### src/rtl/i2c_txn_sequencer.sv
// Register-level I2C transaction sequencer: expands one host or auto-poll request
// into START/WRITE/READ/STOP engine operations with NACK retry and timeout.
module i2c_txn_sequencer #(
    parameter logic [6:0] SLAVE_ADDR    = 7'h26,
    parameter logic [7:0] POLL_REG      = 8'h00,
    parameter int         POLL_INTERVAL = 5_000_000,
    parameter int         MAX_RETRY     = 3,
    parameter int         ENG_TIMEOUT   = 4096
) (
    input  logic       CLK,
    input  logic       RST,
    input  logic       REQ,
    input  logic       REQ_RW,
    input  logic [7:0] REQ_REG,
    input  logic [7:0] REQ_WDATA,
    input  logic       AUTO_POLL,
    output logic       BUSY,
    output logic       DONE,
    output logic       ERR,
    output logic       POLLED,
    output logic [7:0] RDATA,
    output logic       ENG_START,
    output logic [1:0] ENG_OP,
    output logic [7:0] ENG_TX,
    input  logic       ENG_BUSY,
    input  logic       ENG_ACK,
    input  logic [7:0] ENG_RX
);
    localparam logic [1:0] OP_START = 2'd0, OP_STOP = 2'd1, OP_READ = 2'd2, OP_WRITE = 2'd3;
    localparam int PW = $clog2(POLL_INTERVAL);
    localparam int TW = $clog2(ENG_TIMEOUT + 1);
    localparam int RW = (MAX_RETRY < 1) ? 1 : $clog2(MAX_RETRY + 1);

    typedef enum logic [2:0] {IDLE, ISSUE, WAIT, EVAL, FINISH} state_t;

    state_t        state;
    logic [2:0]    step, nxt_step, last_step;
    logic [RW-1:0] retry_cnt;
    logic [TW-1:0] tmr;
    logic [PW-1:0] poll_cnt;
    logic          poll_pend, poll_tick, seen_busy, nack;
    logic          txn_rw, txn_poll, can_take, take_host, take_poll;
    logic [7:0]    txn_reg, txn_wdata, shadow;

    function automatic logic [1:0] step_op(input logic [2:0] s, input logic rd);
        logic [1:0] op;
        op = OP_STOP;
        if (rd) begin
            case (s)
                3'd0, 3'd3:       op = OP_START;
                3'd1, 3'd2, 3'd4: op = OP_WRITE;
                3'd5:             op = OP_READ;
                default:          op = OP_STOP;
            endcase
        end else begin
            case (s)
                3'd0:             op = OP_START;
                3'd1, 3'd2, 3'd3: op = OP_WRITE;
                default:          op = OP_STOP;
            endcase
        end
        return op;
    endfunction

    function automatic logic [7:0] step_tx(input logic [2:0] s, input logic rd,
                                           input logic [7:0] rg, input logic [7:0] wd);
        logic [7:0] tx;
        case (s)
            3'd1:    tx = {SLAVE_ADDR, 1'b0};
            3'd2:    tx = rg;
            3'd3:    tx = rd ? 8'hFF : wd;
            3'd4:    tx = rd ? {SLAVE_ADDR, 1'b1} : 8'hFF;
            default: tx = 8'hFF;
        endcase
        return tx;
    endfunction

    // FINISH accepts like IDLE so a back-to-back request starts one cycle after DONE
    assign can_take  = (state == IDLE) || (state == FINISH);
    assign take_host = can_take && REQ;
    assign take_poll = can_take && !REQ && poll_pend;
    assign last_step = txn_rw ? 3'd6 : 3'd4;
    assign poll_tick = (poll_cnt == PW'(POLL_INTERVAL - 1));

    always_comb begin
        nxt_step = step + 3'd1;
        if (ENG_OP == OP_STOP)
            nxt_step = 3'd0;
        else if (ENG_OP == OP_WRITE && !ENG_ACK)
            nxt_step = last_step;
    end

    always_ff @(posedge CLK or negedge RST) begin
        if (!RST) begin
            poll_cnt  <= '0;
            poll_pend <= 1'b0;
        end else if (!AUTO_POLL) begin
            poll_cnt  <= '0;
            poll_pend <= 1'b0;
        end else begin
            poll_cnt  <= poll_tick ? '0 : poll_cnt + 1'b1;
            poll_pend <= poll_tick | (poll_pend & ~take_poll);
        end
    end

    always_ff @(posedge CLK or negedge RST) begin
        if (!RST) begin
            state     <= IDLE;
            step      <= '0;
            retry_cnt <= '0;
            tmr       <= '0;
            seen_busy <= 1'b0;
            nack      <= 1'b0;
            txn_rw    <= 1'b0;
            txn_poll  <= 1'b0;
            txn_reg   <= '0;
            txn_wdata <= '0;
            shadow    <= '0;
            BUSY      <= 1'b0;
            DONE      <= 1'b0;
            ERR       <= 1'b0;
            POLLED    <= 1'b0;
            RDATA     <= '0;
            ENG_START <= 1'b0;
            ENG_OP    <= OP_STOP;
            ENG_TX    <= 8'hFF;
        end else begin
            ENG_START <= 1'b0;
            case (state)
                IDLE, FINISH: begin
                    DONE      <= 1'b0;
                    retry_cnt <= '0;
                    state     <= IDLE;
                    if (take_host || take_poll) begin
                        txn_rw    <= take_host ? REQ_RW : 1'b1;
                        txn_reg   <= take_host ? REQ_REG : POLL_REG;
                        txn_wdata <= REQ_WDATA;
                        txn_poll  <= take_poll;
                        nack      <= 1'b0;
                        step      <= '0;
                        BUSY      <= 1'b1;
                        ENG_START <= 1'b1;
                        ENG_OP    <= OP_START;
                        ENG_TX    <= 8'hFF;
                        state     <= ISSUE;
                    end
                end
                ISSUE: begin
                    tmr       <= '0;
                    seen_busy <= 1'b0;
                    state     <= WAIT;
                end
                WAIT: begin
                    tmr <= tmr + 1'b1;
                    if (ENG_BUSY)
                        seen_busy <= 1'b1;
                    if (seen_busy && !ENG_BUSY) begin
                        state <= EVAL;
                    end else if (tmr == TW'(ENG_TIMEOUT - 1)) begin
                        // engine is stuck: abandon without a STOP
                        BUSY   <= 1'b0;
                        DONE   <= 1'b1;
                        ERR    <= 1'b1;
                        POLLED <= txn_poll;
                        state  <= FINISH;
                    end
                end
                EVAL: begin
                    if (ENG_OP == OP_STOP && !(nack && retry_cnt < RW'(MAX_RETRY))) begin
                        BUSY   <= 1'b0;
                        DONE   <= 1'b1;
                        ERR    <= nack;
                        POLLED <= txn_poll;
                        if (!nack && txn_rw)
                            RDATA <= shadow;
                        state  <= FINISH;
                    end else begin
                        if (ENG_OP == OP_STOP) begin
                            retry_cnt <= retry_cnt + 1'b1;
                            nack      <= 1'b0;
                        end
                        if (ENG_OP == OP_READ)
                            shadow <= ENG_RX;
                        if (ENG_OP == OP_WRITE && !ENG_ACK)
                            nack <= 1'b1;
                        step      <= nxt_step;
                        ENG_OP    <= step_op(nxt_step, txn_rw);
                        ENG_TX    <= step_tx(nxt_step, txn_rw, txn_reg, txn_wdata);
                        ENG_START <= 1'b1;
                        state     <= ISSUE;
                    end
                end
                default: state <= IDLE;
            endcase
        end
    end
endmodule

### config.mk
export PLATFORM = sky130hd
export DESIGN_NAME = i2c_txn_sequencer
export DESIGN_NICKNAME = d
export VERILOG_FILES = /design/src/rtl/i2c_txn_sequencer.sv
export SDC_FILE = /design/constraint.sdc
export NUM_CORES = 1
export LEC_CHECK = 0
export ABC_CLOCK_PERIOD_IN_PS = 2100
export BUFFER_PORTS_ARGS = -buffer_cell sky130_fd_sc_hd__buf_2
export CAP_MARGIN = 15
export CELL_PAD_IN_SITES_DETAIL_PLACEMENT = 1
export CELL_PAD_IN_SITES_GLOBAL_PLACEMENT = 1
export CORE_MARGIN = 3
export CORE_UTILIZATION = 41
export DETAILED_ROUTE_END_ITERATION = 7
export PLACE_DENSITY_LB_ADDON = 0.1
export SKIP_CTS_REPAIR_TIMING = 1
export SYNTH_ARGS = -nofsm -noshare
export SYNTH_HDL_FRONTEND = slang
export SYNTH_SLANG_ARGS = --single-unit
### constraint.sdc
create_clock -name CLK -period 2.1 [get_ports CLK]
set_input_delay 0.42 -clock CLK [delete_from_list [all_inputs] [get_ports CLK]]
set_output_delay 0.42 -clock CLK [all_outputs]
set_load 0.01 [all_outputs]
== Word level (Yosys, flattened, before mapping) ==
Cells that the tools add are included.
W data, S select, Z words.

* Bits in latches: 0
* Flip-flop bits (word level): 96
* Memories kept: 0
* Bits of input ports: 31
* Word-level logic and storage cells: 145
* Output and inout bits: 23
* Memory bits (writable): 0
* ROM bits: 0

* Add/subtract/negate cells: 4
* Mux-type cells: 57
* Bitwise operators: 4
* Shifts and indexed selects: 0
* Divide/modulo/power cells: 0
* Order comparisons: 1
* $mul: 0
* Equality and inequality tests: 23
* Reductions and logical operators: 35

{| class="wikitable"
|+ Operators with widths
! kind !! number
|-
| $mux W23 || 2
|-
| $mux W8 || 5
|-
| $pmux W8 S4 || 1
|-
| $pmux W13 S2 || 1
|-
| $add A23 B1 Y23 const B || 1
|-
| $eq A23 B23 Y1 const B || 1
|-
| $mux W1 || 21
|-
| $mux W3 || 7
|-
| $pmux W8 S2 || 1
|-
| $ne A2 B2 Y1 const B || 7
|-
| $add A13 B1 Y13 const B || 1
|-
| $eq A13 B12 Y1 const B || 1
|-
| $eq A3 B2 Y1 const B || 4
|-
| $mux W2 || 6
|-
| $pmux W2 S2 || 3
|-
| $pmux W3 S4 || 1
|-
| $reduce_and A3 Y1 || 4
|-
| $reduce_and A4 Y1 || 3
|-
| $pmux W1 S2 || 5
|-
| $eq A3 B3 Y1 const B || 3
|-
| $logic_and A1 B1 Y1 || 8
|-
| $eq A3 B1 Y1 const B || 2
|-
| $logic_not A3 Y1 || 2
|-
| $ne A3 B3 Y1 const B || 2
|-
| other kinds (19) || 32
|}

== Longest topological paths before layout ==
Gate-level depths: netlist of the first run.

* Depth after elaboration: 10
* Depth in mapped cells: 8
* Depth with buffers taken out: 7

== Worst setup path after synthesis of the first run ==
Ideal clock, no wire load.

* Path kind: reg-to-reg
* From: register step[0]
* To: register ENG_TX[1]
* Cell stages (with the launch flop): 8
* Library setup time: 0.083 ns
* Clock period less this slack: 1.912 ns
* Data arrival time: 1.828 ns
* Data required time: 2.017 ns
* Path buffers: 1
* Path slack: 0.188 ns
* Path through: dfrtp_1 > ha_1 > xor2_1 > o21a_1 > or2_1 > buf_6 > a21boi_4 > o32a_1

* Longest elaborated chain between the ends: 7
* Elaborated cells on any way between the ends: 10
* Classes of those cells: 1 x add/sub; 4 x eq/ne; 5 x mux

{| class="wikitable"
|+ RTL lines
! element !! line !! RTL
|-
| start: declaration || 37 || <nowiki>logic [2:0] step, nxt_step, last_step;</nowiki>
|-
| start signal: assignment || 186 || <nowiki>step <= nxt_step;</nowiki>
|-
| $add A3 B1 Y3 (*) || 86 || <nowiki>nxt_step = step + 3'd1;</nowiki>
|-
| $mux W3 (*) || 89 || <nowiki>else if (ENG_OP == OP_WRITE && !ENG_ACK)</nowiki>
|-
| $mux W3 (*) || 87 || <nowiki>if (ENG_OP == OP_STOP)</nowiki>
|-
| $eq A3 B3 Y1 (tied with other cells) || 68 || <nowiki>case (s)</nowiki>
|-
| $pmux W8 S4 (*) || 68 ||
|-
| $mux W8 (*) || 169 || <nowiki>if (ENG_OP == OP_STOP && !(nack && retry_cnt < RW'(MAX_RETRY))) begin</nowiki>
|-
| $pmux W8 S2 (*) || 129 || <nowiki>case (state)</nowiki>
|-
| end signal: assignment || 188 || <nowiki>ENG_TX <= step_tx(nxt_step, txn_rw, txn_reg, txn_wdata);</nowiki>
|-
| end: declaration || 24 || <nowiki>output logic [7:0] ENG_TX,</nowiki>
|}

Every way passes the cells marked *; elsewhere a longest branch is shown, timed or not. The select of a mux whose other input is x is not followed.
A chain may end at the register's enable or synchronous reset.

== Final worst setup path of the first run ==
* From: register step[0]
* To: register ENG_TX[4]

Same word-level chain as after synthesis.

==> results.md, run 1 <==
* Status: finished, final reports clean
* Max reg flops at 23
* Initial DRC count at 152
* Die area at 12,100 µm²
* Worst reg2reg path depth at 7
* Final hold violation count at 0
* Largest family of logic cells by synthesized area: simple AND/OR/NAND/NOR gates
* CTS max path bufs at 2
* CP endpoint: ENG_TX[4]
* Final Wtd Congestion at 0.805
* Post-Synth Adder-Cell Area at 1.13%
* WL/cell at 16.3 µm
* Pwr per Cell Area at 1200 nW/µm²
* Mean Syn Cell Area at 10.5 µm²
* Vias in the first global route at 3,447
* Die span in y at 110 µm
* Placed Instances at 616
* Maximum vdd drop at 0.506 mV
* Number of distinct library cells after synthesis at 50
* Number of buffers added on ports at 53
* Clock latency on the worst-skew pair at 0.36 ns
* Syn_nets at 459
* Clock-pin slew on the worst setup and hold paths at 0.09 ns
* Commonest non-fill, non-tap cell in the layout: dfrtp_1
* Final Setup Violations at 0
* Routed via count at 3,399
* Initial antenna violation count at 0
* Synth Area in Compound Gates at 12.2%
* Drt pass-1 iters at 4
* Final setup TNS at 0 ns
* Vias/cell at 5.37
* Async SR Flop Fraction at 100%
* RSZ-0062 raised after global routing: no
* Kind of critical path: register to register
* CP arrival at 2.26 ns
* Critical Path RT at 2.39 ns
* Slew Viols, Final at 0
* Max-capacitance violation count at 0
* Clk_skew at 0.00807 ns
* Final period util at 93.6%
* Top FF cell, synth: dfrtp_1
* Max Clk Rate at 0.509 GHz
* CP endpoint kind: register
* Setup slack, reg-to-reg at 0.13 ns
* Yosys warns at 0
* HP Class: input pin to async pin
* P_leak at 2.40 nW
* Simple-gate share of the synthesized area at 19.5%
* Cell Count, Final, Fillers Out at 633
* Worst R2R Start: step[0]
* Startpoint Class: register
* Fin nets at 527
* CTS sink cnt at 96
* Synthesized flop and latch total at 96
* Post-synth EDFFs at 0
* Root Buffer: clkbuf_8
* Share of cells above drive strength 1 at 23.9%
* Row cnt at 37
* Global route overflow at 0
* P&R area growth vs syn at 16.8%
* Horiz. Die Dim at 110 µm
* Top reg by flops: poll_cnt
* Mux contribution to synthesized area at 5.47%
* Num CTS Buffers at 9
* # DRC at 0
* Relative slew slack at 64.2%
* Synthesized instance count at 424
* Crit path time final at 1.97 ns
* Critical R2R Capture: ENG_TX[4]
* DP Wirelength at 7300 µm
* Crit Path Max Fanout at 6
* Xor and xnor area share after synthesis at 4.34%
* Commonest non-fill, non-tap cells in the layout: 87 x dfrtp_1, 53 x nand2_1, 52 x nor2_1, 52 x buf_2, 21 x buf_4
* Initial Utilization at 42.6%
* Largest net degree at the start of global routing at 41
* Drt total wl at 10,300 µm
* Syn Std Cell Area at 4440 µm²
* Biggest regs: poll_cnt x23, tmr x13
* First-pass GRT wire length at 17,300 µm
* Ports at 54
* Actual slew at the worst max-slew pin at 0.535 ns
* Post-synthesis sequential area ratio at 54.4%
* CTS tree: done
* CORE AREA at 10,400 µm²
* Gr usage total at 18.4%
* H-tree levels at 3
* Number of routed nets with antenna violations at 0
* CP Launch Point: step[0]
* N_diodes at 0
-- stage by stage --
stage          setup WS (ns)  hold WS [ns]  cell area (µm²)  total power [W]  utilization [%]
2_1_floorplan          0.188         0.124             4440          0.00425                -
3_3_place_gp           0.198         0.434             4970          0.00499             47.7
3_5_place_dp           0.148         0.441             4970          0.00506             47.7
4_1_cts                0.130        0.0396             5160          0.00631             49.6
5_1_grt             0.000829        0.0606             5180          0.00671             49.8
6_report               0.135        0.0253             5180          0.00623             49.8
-- cells in the mapped netlist, types with 3 or more instances --
library cell | number | share of area, %
mux2i_1 | 4 | 0.90
mux2_2 | 9 | 2.3
xnor2_1 | 5 | 0.99
and2_1 | 4 | 0.56
buf_2 | 8 | 0.90
nand3_1 | 19 | 2.1
a211oi_1 | 4 | 0.68
nand2_1 | 53 | 4.5
dfstp_2 | 9 | 5.3
a21oi_1 | 13 | 1.5
xor2_1 | 17 | 3.4
and3_1 | 4 | 0.56
o211ai_1 | 8 | 1.4
dfrtp_1 | 87 | 49
o31ai_1 | 5 | 0.85
clkbuf_1 | 8 | 0.68
o21ai_0 | 18 | 2.0
nor2b_1 | 4 | 0.56
o21ai_1 | 4 | 0.45
o21a_1 | 4 | 0.68
nor2_1 | 52 | 4.4
mux2_1 | 9 | 2.3
nand4_1 | 11 | 1.6
and4_1 | 4 | 0.79
o32a_1 | 4 | 0.90
nand2b_1 | 3 | 0.42
a22o_1 | 11 | 2.2
ha_1 | 4 | 1.1
inv_1 | 9 | 0.76
-- how the worst min path moves through the flow --
stage                     slack [ns]  depth (start not counted)  startpoint   endpoint
after floorplan                 0.12                          0         RST       BUSY
after global placement          0.43                          1         RST  shadow[7]
after detailed placement        0.44                          1         RST  shadow[3]
after CTS                       0.04                          1         RST  shadow[3]
after global routing            0.06                          1         RST  shadow[3]
final                           0.03                          1         RST  shadow[3]
-- critical path, stage by stage (launching register included) --
cell and delay (ns):
dfrtp_1 0.43, ha_1 0.40, nor2b_1 0.18, a311oi_2 0.22, or2_1 0.18, buf_4 0.15
a211oi_1 0.05, o32a_1 0.30
-- per-layer routing --
| layer | part of all wire [%] | up-vias | GRT usage (%) |
|---|---|---|---|
| met3 | 2.9 | 10 | 3.44 |
| met2 | 48 | 36 | 29.3 |
| li1 | - | 1617 | - |
| met5 | 0 | - | 0 |
| met4 | 1.2 | 0 | 5.52 |
| met1 | 48 | 1736 | 25.5 |
-- report_power, final --
part | switching (W) | total (W) | internal [W]
clock | 0.000645 | 0.00123 | 0.000582
sequential | 0.000338 | 0.00272 | 0.00238
combinational | 0.00127 | 0.00229 | 0.00102
-- cells by family after synthesis --
| family | count (synthesis) |
|---|---|
| buf+inv | 28 |
| compound gates | 78 |
| mux | 22 |
| flops | 96 |
| xor+xnor | 22 |
| fa+ha+maj | 4 |
| simple gates | 174 |
-- cell type report --
type	count	area, µm²
multi-input cells	300	1910
fillers	1188	5230
flip-flops and latches	96	2410
repair buffers	75	458
clock inverters	5	56.3
well taps	136	170
clock buffers	11	141
inverters	10	37.5
Power figures use the tool's default switching activity.
==> inputs of run 2 (changes only) <==
--- a/config.mk
+++ b/config.mk
@@ -5,13 +5,14 @@
 export SDC_FILE = /design/constraint.sdc
 export NUM_CORES = 1
 export LEC_CHECK = 0
+export ABC_AREA = 1
 export ABC_CLOCK_PERIOD_IN_PS = 2100
 export BUFFER_PORTS_ARGS = -buffer_cell sky130_fd_sc_hd__buf_2
 export CAP_MARGIN = 15
 export CELL_PAD_IN_SITES_DETAIL_PLACEMENT = 1
 export CELL_PAD_IN_SITES_GLOBAL_PLACEMENT = 1
 export CORE_MARGIN = 3
-export CORE_UTILIZATION = 41
+export CORE_UTILIZATION = 39
 export DETAILED_ROUTE_END_ITERATION = 7
 export PLACE_DENSITY_LB_ADDON = 0.1
 export SKIP_CTS_REPAIR_TIMING = 1
==> run 2 against run 1 <==
First-iteration DRC count is 25% higher; hold slack improved by 0.043 ns; die area grew 13%; synthesized cell count increased by 42%; flip-flop and latch count unchanged; critical path type unchanged.
==> results.md, run 2 <==
* Final hold violation count at 0
* Mux contribution to synthesized area at 0%
* Kind of critical path: register to register
* Fin nets at 704
* Pwr per Cell Area at 1160 nW/µm²
* Startpoint Class: register
* Status: finished, final reports clean
* Post-synth top area cell: dfrtp_1
* DP Wirelength at 9460 µm
* Commonest non-fill, non-tap cell in the layout: nand2_1
* Top FF cell, synth: dfrtp_1
* Top-area cell type share of the netlist area at 45.5%
* Syn Std Cell Area at 4790 µm²
* Synth Area in Compound Gates at 8.83%
* Largest net degree at the start of global routing at 43
* Largest family of logic cells by synthesized area: simple AND/OR/NAND/NOR gates
* Global route overflow at 0
* Top post-synthesis cells by area: dfrtp_1 45%, nand2_1 11%, inv_1 6.1%
* Number of routed nets with antenna violations at 0
* Yosys warns at 0
* Crit Path Max Fanout at 20
* Initial antenna violation count at 2
* Placed Instances at 801
* Simple-gate share of the synthesized area at 29.9%
* Final setup TNS at 0 ns
* Max reg flops at 23
* Synthesized flop and latch total at 96
* Share of cells above drive strength 1 at 16.8%
* Actual slew at the worst max-slew pin at 0.657 ns
* Syn_nets at 637
* Die area at 13,600 µm²
* Number of buffers added on ports at 53
* RSZ-0062 raised after global routing: no
* Critical Path RT at 2.34 ns
* CTS max path bufs at 2
* Drt pass-1 iters at 4
* CTS tree: done
* Post-synthesis sequential area ratio at 50.4%
* Slew Viols, Final at 0
* Fin area at 5560 µm²
* Number of distinct library cells after synthesis at 35
* CP peak stage delay at 0.40 ns
* Clock-pin slew on the worst setup and hold paths at 0.07 ns
* Num CTS Buffers at 9
* Vias/cell at 5.07
* Vias in the first global route at 4,310
* CP endpoint kind: register
* Ports at 54
* CP arrival at 2.05 ns
* Final Setup Violations at 0
* Fillers at 1,475
* Top-count cell post-synth: nand2_1
* # DRC at 0
* Max-capacitance violation count at 0
* Relative slew slack at 56.1%
* P&R area growth vs syn at 16.2%
* H-tree levels at 3
* Placed Area at 5290 µm²
* CP most frequent cell: nand2_2
* Post-Synth Adder-Cell Area at 1.05%
* Initial Utilization at 40.9%
* Top reg by flops: poll_cnt
* Synthesized instance count at 602
* Drt total wl at 12,600 µm
* Initial DRC count at 190
* Critical path's slowest cell: dfrtp_1
* Final Wtd Congestion at 0.827
* Cell Count, Final, Fillers Out at 818
* Biggest regs: poll_cnt x23, tmr x13
* Row cnt at 39
* Routed via count at 4,151
* CORE AREA at 11,700 µm²
* Gr usage total at 19.9%
* First-pass GRT wire length at 21,300 µm
* Commonest non-fill, non-tap cells in the layout: 141 x nand2_1, 87 x dfrtp_1, 78 x inv_1, 76 x nor2_1, 52 x buf_2
* Root Buffer: clkbuf_16
* Xor and xnor area share after synthesis at 2.19%
* Cell Chain, Critical Path: ha_1 -> o21ai_1 -> nand2_2 -> nand2_2 -> inv_1 -> a21oi_1 -> nor2_1
* Maximum vdd drop at 0.618 mV
* WL/cell at 15.4 µm
* Clock latency on the worst-skew pair at 0.35 ns
* Post-synth EDFFs at 0
* Max Clk Rate at 0.552 GHz
* Final period util at 86.3%
* CTS sink cnt at 96
* P_leak at 2.64 nW
* Top cells by count, synth: 142 x nand2_1, 87 x dfrtp_1, 78 x inv_1
* Power, Total at 0.00645 W
* Mean Syn Cell Area at 7.95 µm²
* Clk_skew at 0.00643 ns
* Crit path time final at 1.81 ns
* Die span in y at 117 µm
* Async SR Flop Fraction at 100%
* Horiz. Die Dim at 117 µm
* HP Class: input pin to async pin
run 2: changes by cell type in the layout (fill, tap and decap cells not counted), moves of 12 or more:
cell     before  now
a21oi_1      13   25
inv_1         9   78
nand2_1      53  141
nand3_1      19   47
nor2_1       52   76
nor3_1        1   17
run 2: worst paths after layout:
| kind | from | to | slack (ns) | depth (start not counted) |
|---|---|---|---|---|
| hold reg to reg | ERR | ERR | 0.49 | 2 |
| min in group CLK | REQ_WDATA[3] | txn_wdata[3] | 0.28 | 3 |
| setup / recovery | retry_cnt[0] | nack | 0.29 | 7 |
| max in group asynchronous | RST | ENG_TX[3] | 1.35 | 2 |
| setup reg to reg | retry_cnt[0] | nack | 0.29 | 7 |
| hold / removal | RST | tmr[10] | 0.07 | 1 |
run 2: worst max-delay path, delay by kind of cell (launching register included):
family / cells / cell delay, ns
AND/OR/NAND/NOR: 3 / 0.50
flip-flops: 1 / 0.40
AO/OA/AOI/OAI: 2 / 0.40
buffers and inverters: 1 / 0.21
adder cells (fa/ha/maj): 1 / 0.20
run 2: cell families (layout without fill, tap and decap cells):
group / Yosys count / after routing
XOR/XNOR: 12 / 12
flip-flops: 96 / 96
AO/OA/AOI/OAI: 77 / 77
AND/OR/NAND/NOR: 321 / 321
other: 0 / 1
buffers and inverters: 92 / 164
adder cells (fa/ha/maj): 4 / 4
run 2: metal layers:
metal,vias to the layer above,track usage [%],wire length (µm)
met1,2020,27.0,6170
met5,-,0,7
met3,8,5.76,485
met2,49,32.1,5860
li1,2072,-,-
met4,2,3.98,95
run 2: metrics by stage:
step | hold slack, ns | utilization, % | setup slack (ns)
after CTS | 0.0850 | 47.5 | 0.190
after global routing | 0.0978 | 47.5 | 0.0451
after floorplan | 0.124 | - | 0.583
final | 0.0685 | 47.5 | 0.287
after global placement | 0.453 | 45.1 | 0.240
after detailed placement | 0.463 | 45.1 | 0.206
run 2: report_power, final:
| part | internal (W) | switching, W | leakage [nW] |
|---|---|---|---|
| sequential | 0.00242 | 0.000290 | 1.24 |
| combinational | 0.000743 | 0.00145 | 1.27 |
| clock | 0.000834 | 0.000716 | 0.136 |
run 2: area by class of cell:
class                   count  area [µm²]  share of cell area (%)
repair buffers             65         370                    6.66
diodes                      1        2.50                  0.0450
inverters                  83         312                    5.60
clock buffers              11         243                    4.36
clock inverters             5        31.3                   0.562
multi-input cells         414        2010                    36.2
flip-flops and latches     96        2410                    43.4
well taps                 143         179                    3.22
==> inputs of run 3 (changes only) <==
--- a/config.mk
+++ b/config.mk
@@ -15,6 +15,7 @@
 export CORE_UTILIZATION = 39
 export DETAILED_ROUTE_END_ITERATION = 7
 export PLACE_DENSITY_LB_ADDON = 0.1
+export RECOVER_POWER = 100
 export SKIP_CTS_REPAIR_TIMING = 1
 export SYNTH_ARGS = -nofsm -noshare
 export SYNTH_HDL_FRONTEND = slang
==> run 3 against run 2 <==
Hold slack improved by 0.20 ns; count of clock-buffer cells in the layout did not move; sequential power barely moved; critical path depth rose by 1; register-to-register slack got worse by 0.05 ns; design area fell by 1.9%; clock power barely moved; cell count did not move; largest power group unchanged.
==> results.md, run 3 (synthesis results as in run 2) <==
* Placed Instances at 801
* Startpoint Class: register
* CTS tree: done
* Drt total wl at 12,600 µm
* Final hold violation count at 0
* Root Buffer: clkbuf_16
* Slew Viols, Final at 0
* Sequential Area at 2410 µm²
* Fin nets at 704
* CORE AREA at 11,700 µm²
* Hold_ws at 0.264 ns
* Relative slew slack at 27.1%
* Pwr per Cell Area at 1160 nW/µm²
* Clock-pin slew on the worst setup and hold paths at 0.07 ns
* Cell Count, Final, Fillers Out at 818
* Row cnt at 39
* First-pass GRT wire length at 21,300 µm
* Max Clk Rate at 0.537 GHz
* Horiz. Die Dim at 117 µm
* P_leak at 2.55 nW
* Area taken by multi-input logic gates at 1980 µm²
* Power, Total at 0.00634 W
* Vias/cell at 5.06
* Worst slack at placement at 0.206 ns
* Ports at 54
* CTS sink cnt at 96
* Die area at 13,600 µm²
* Num CTS Buffers at 9
* Biggest regs: poll_cnt x23, tmr x13
* Number of buffers added on ports at 53
* P&R area growth vs syn at 14.0%
* Final period util at 88.7%
* Commonest non-fill, non-tap cell in the layout: nand2_1
* Clk_skew at 0.00655 ns
* Crit Path Max Fanout at 8
* Gr usage total at 19.9%
* Commonest non-fill, non-tap cells in the layout: 142 x nand2_1, 87 x dfrtp_1, 81 x inv_1, 80 x nor2_1, 48 x nand3_1
* Share of cells above drive strength 1 at 11.1%
* HP Class: input pin to async pin
* RSZ-0062 raised after global routing: no
* Clock latency on the worst-skew pair at 0.35 ns
* Actual slew at the worst max-slew pin at 1.09 ns
* Final Wtd Congestion at 0.827
* Vias in the first global route at 4,310
* Initial Utilization at 40.9%
* Die span in y at 117 µm
* CP arrival at 2.09 ns
* Max reg flops at 23
* CTS max path bufs at 2
* Final Setup Violations at 0
* WL/cell at 15.4 µm
* Top reg by flops: poll_cnt
* Critical Path RT at 2.33 ns
* Drt pass-1 iters at 4
* Final setup TNS at 0 ns
* Global route overflow at 0
* Largest net degree at the start of global routing at 43
* DP Wirelength at 9460 µm
* Crit path time final at 1.86 ns
* Worst Setup Slack, final at 0.238 ns
* # DRC at 0
* Fillers at 1,492
* Initial antenna violation count at 2
* Number of routed nets with antenna violations at 0
* Maximum vdd drop at 0.603 mV
* Status: finished, final reports clean
* H-tree levels at 3
* Max-capacitance violation count at 0
* Initial DRC count at 189
* CP endpoint kind: register
* Routed via count at 4,138
* Kind of critical path: register to register
run 3: cell types whose count changed in the layout (fill, tap and decap cells not counted), moves of 3 or more:
cell | previous run | this run
buf_2 | 52 | 30
clkbuf_1 | 1 | 30
inv_2 | 5 | 2
o21ai_0 | 27 | 36
nor2_2 | 5 | 2
nor2_1 | 76 | 80
clkbuf_2 | 0 | 4
inv_1 | 78 | 81
buf_4 | 12 | 2
o21ai_1 | 11 | 2
run 3: path summary, 6_finish.rpt:
| path | cells past startpoint | end | from | slack [ns] |
|---|---|---|---|---|
| max | 8 | tmr[10] | state[0] | 0.24 |
| min | 1 | tmr[10] | RST | 0.26 |
| max reg2reg | 8 | tmr[10] | state[0] | 0.24 |
| min reg2reg | 2 | RDATA[5] | RDATA[5] | 0.49 |
| max in group asynchronous | 2 | shadow[3] | RST | 0.55 |
| min in group CLK | 3 | txn_wdata[3] | REQ_WDATA[3] | 0.28 |
run 3: worst max-delay path, cell delays in order, from the launching register on:
cell and delay [ns]:
dfrtp_1 0.43, inv_1 0.11, nand3_1 0.23, inv_1 0.27, nand2_1 0.10, nor2_1 0.25, nand4_1 0.18, nand3_1 0.10
o21ai_0 0.08
run 3: per-layer routing:
layer | vias to the layer above | wire length (µm) | global-route usage (%)
met3 | 8 | 453 | 5.76
met4 | 2 | 95 | 3.98
met5 | - | 7 | 0
li1 | 2073 | - | -
met2 | 47 | 5830 | 32.1
met1 | 2008 | 6200 | 27.0
run 3: area by class of cell:
class / count / area share (%)
diodes: 1 / 0.0459
clock buffers: 11 / 4.45
clock inverters: 5 / 0.573
inverters: 83 / 5.71
multi-input cells: 414 / 36.3
flip-flops and latches: 96 / 44.2
well taps: 143 / 3.28
repair buffers: 65 / 5.39
run 3: through the flow:
| step | cell area [µm²] | utilization, % |
|---|---|---|
| finish | 5460 | 46.6 |
| CTS | 5560 | 47.5 |
| detailed placement | 5290 | 45.1 |
| global placement | 5290 | 45.1 |
| global route | 5460 | 46.6 |
| floorplan | 4790 | - |
run 3: report_power, final:
part | switching [W] | internal, W | leakage [nW]
combinational | 0.00142 | 0.000663 | 1.17
clock | 0.000715 | 0.000834 | 0.136
sequential | 0.000288 | 0.00242 | 1.24
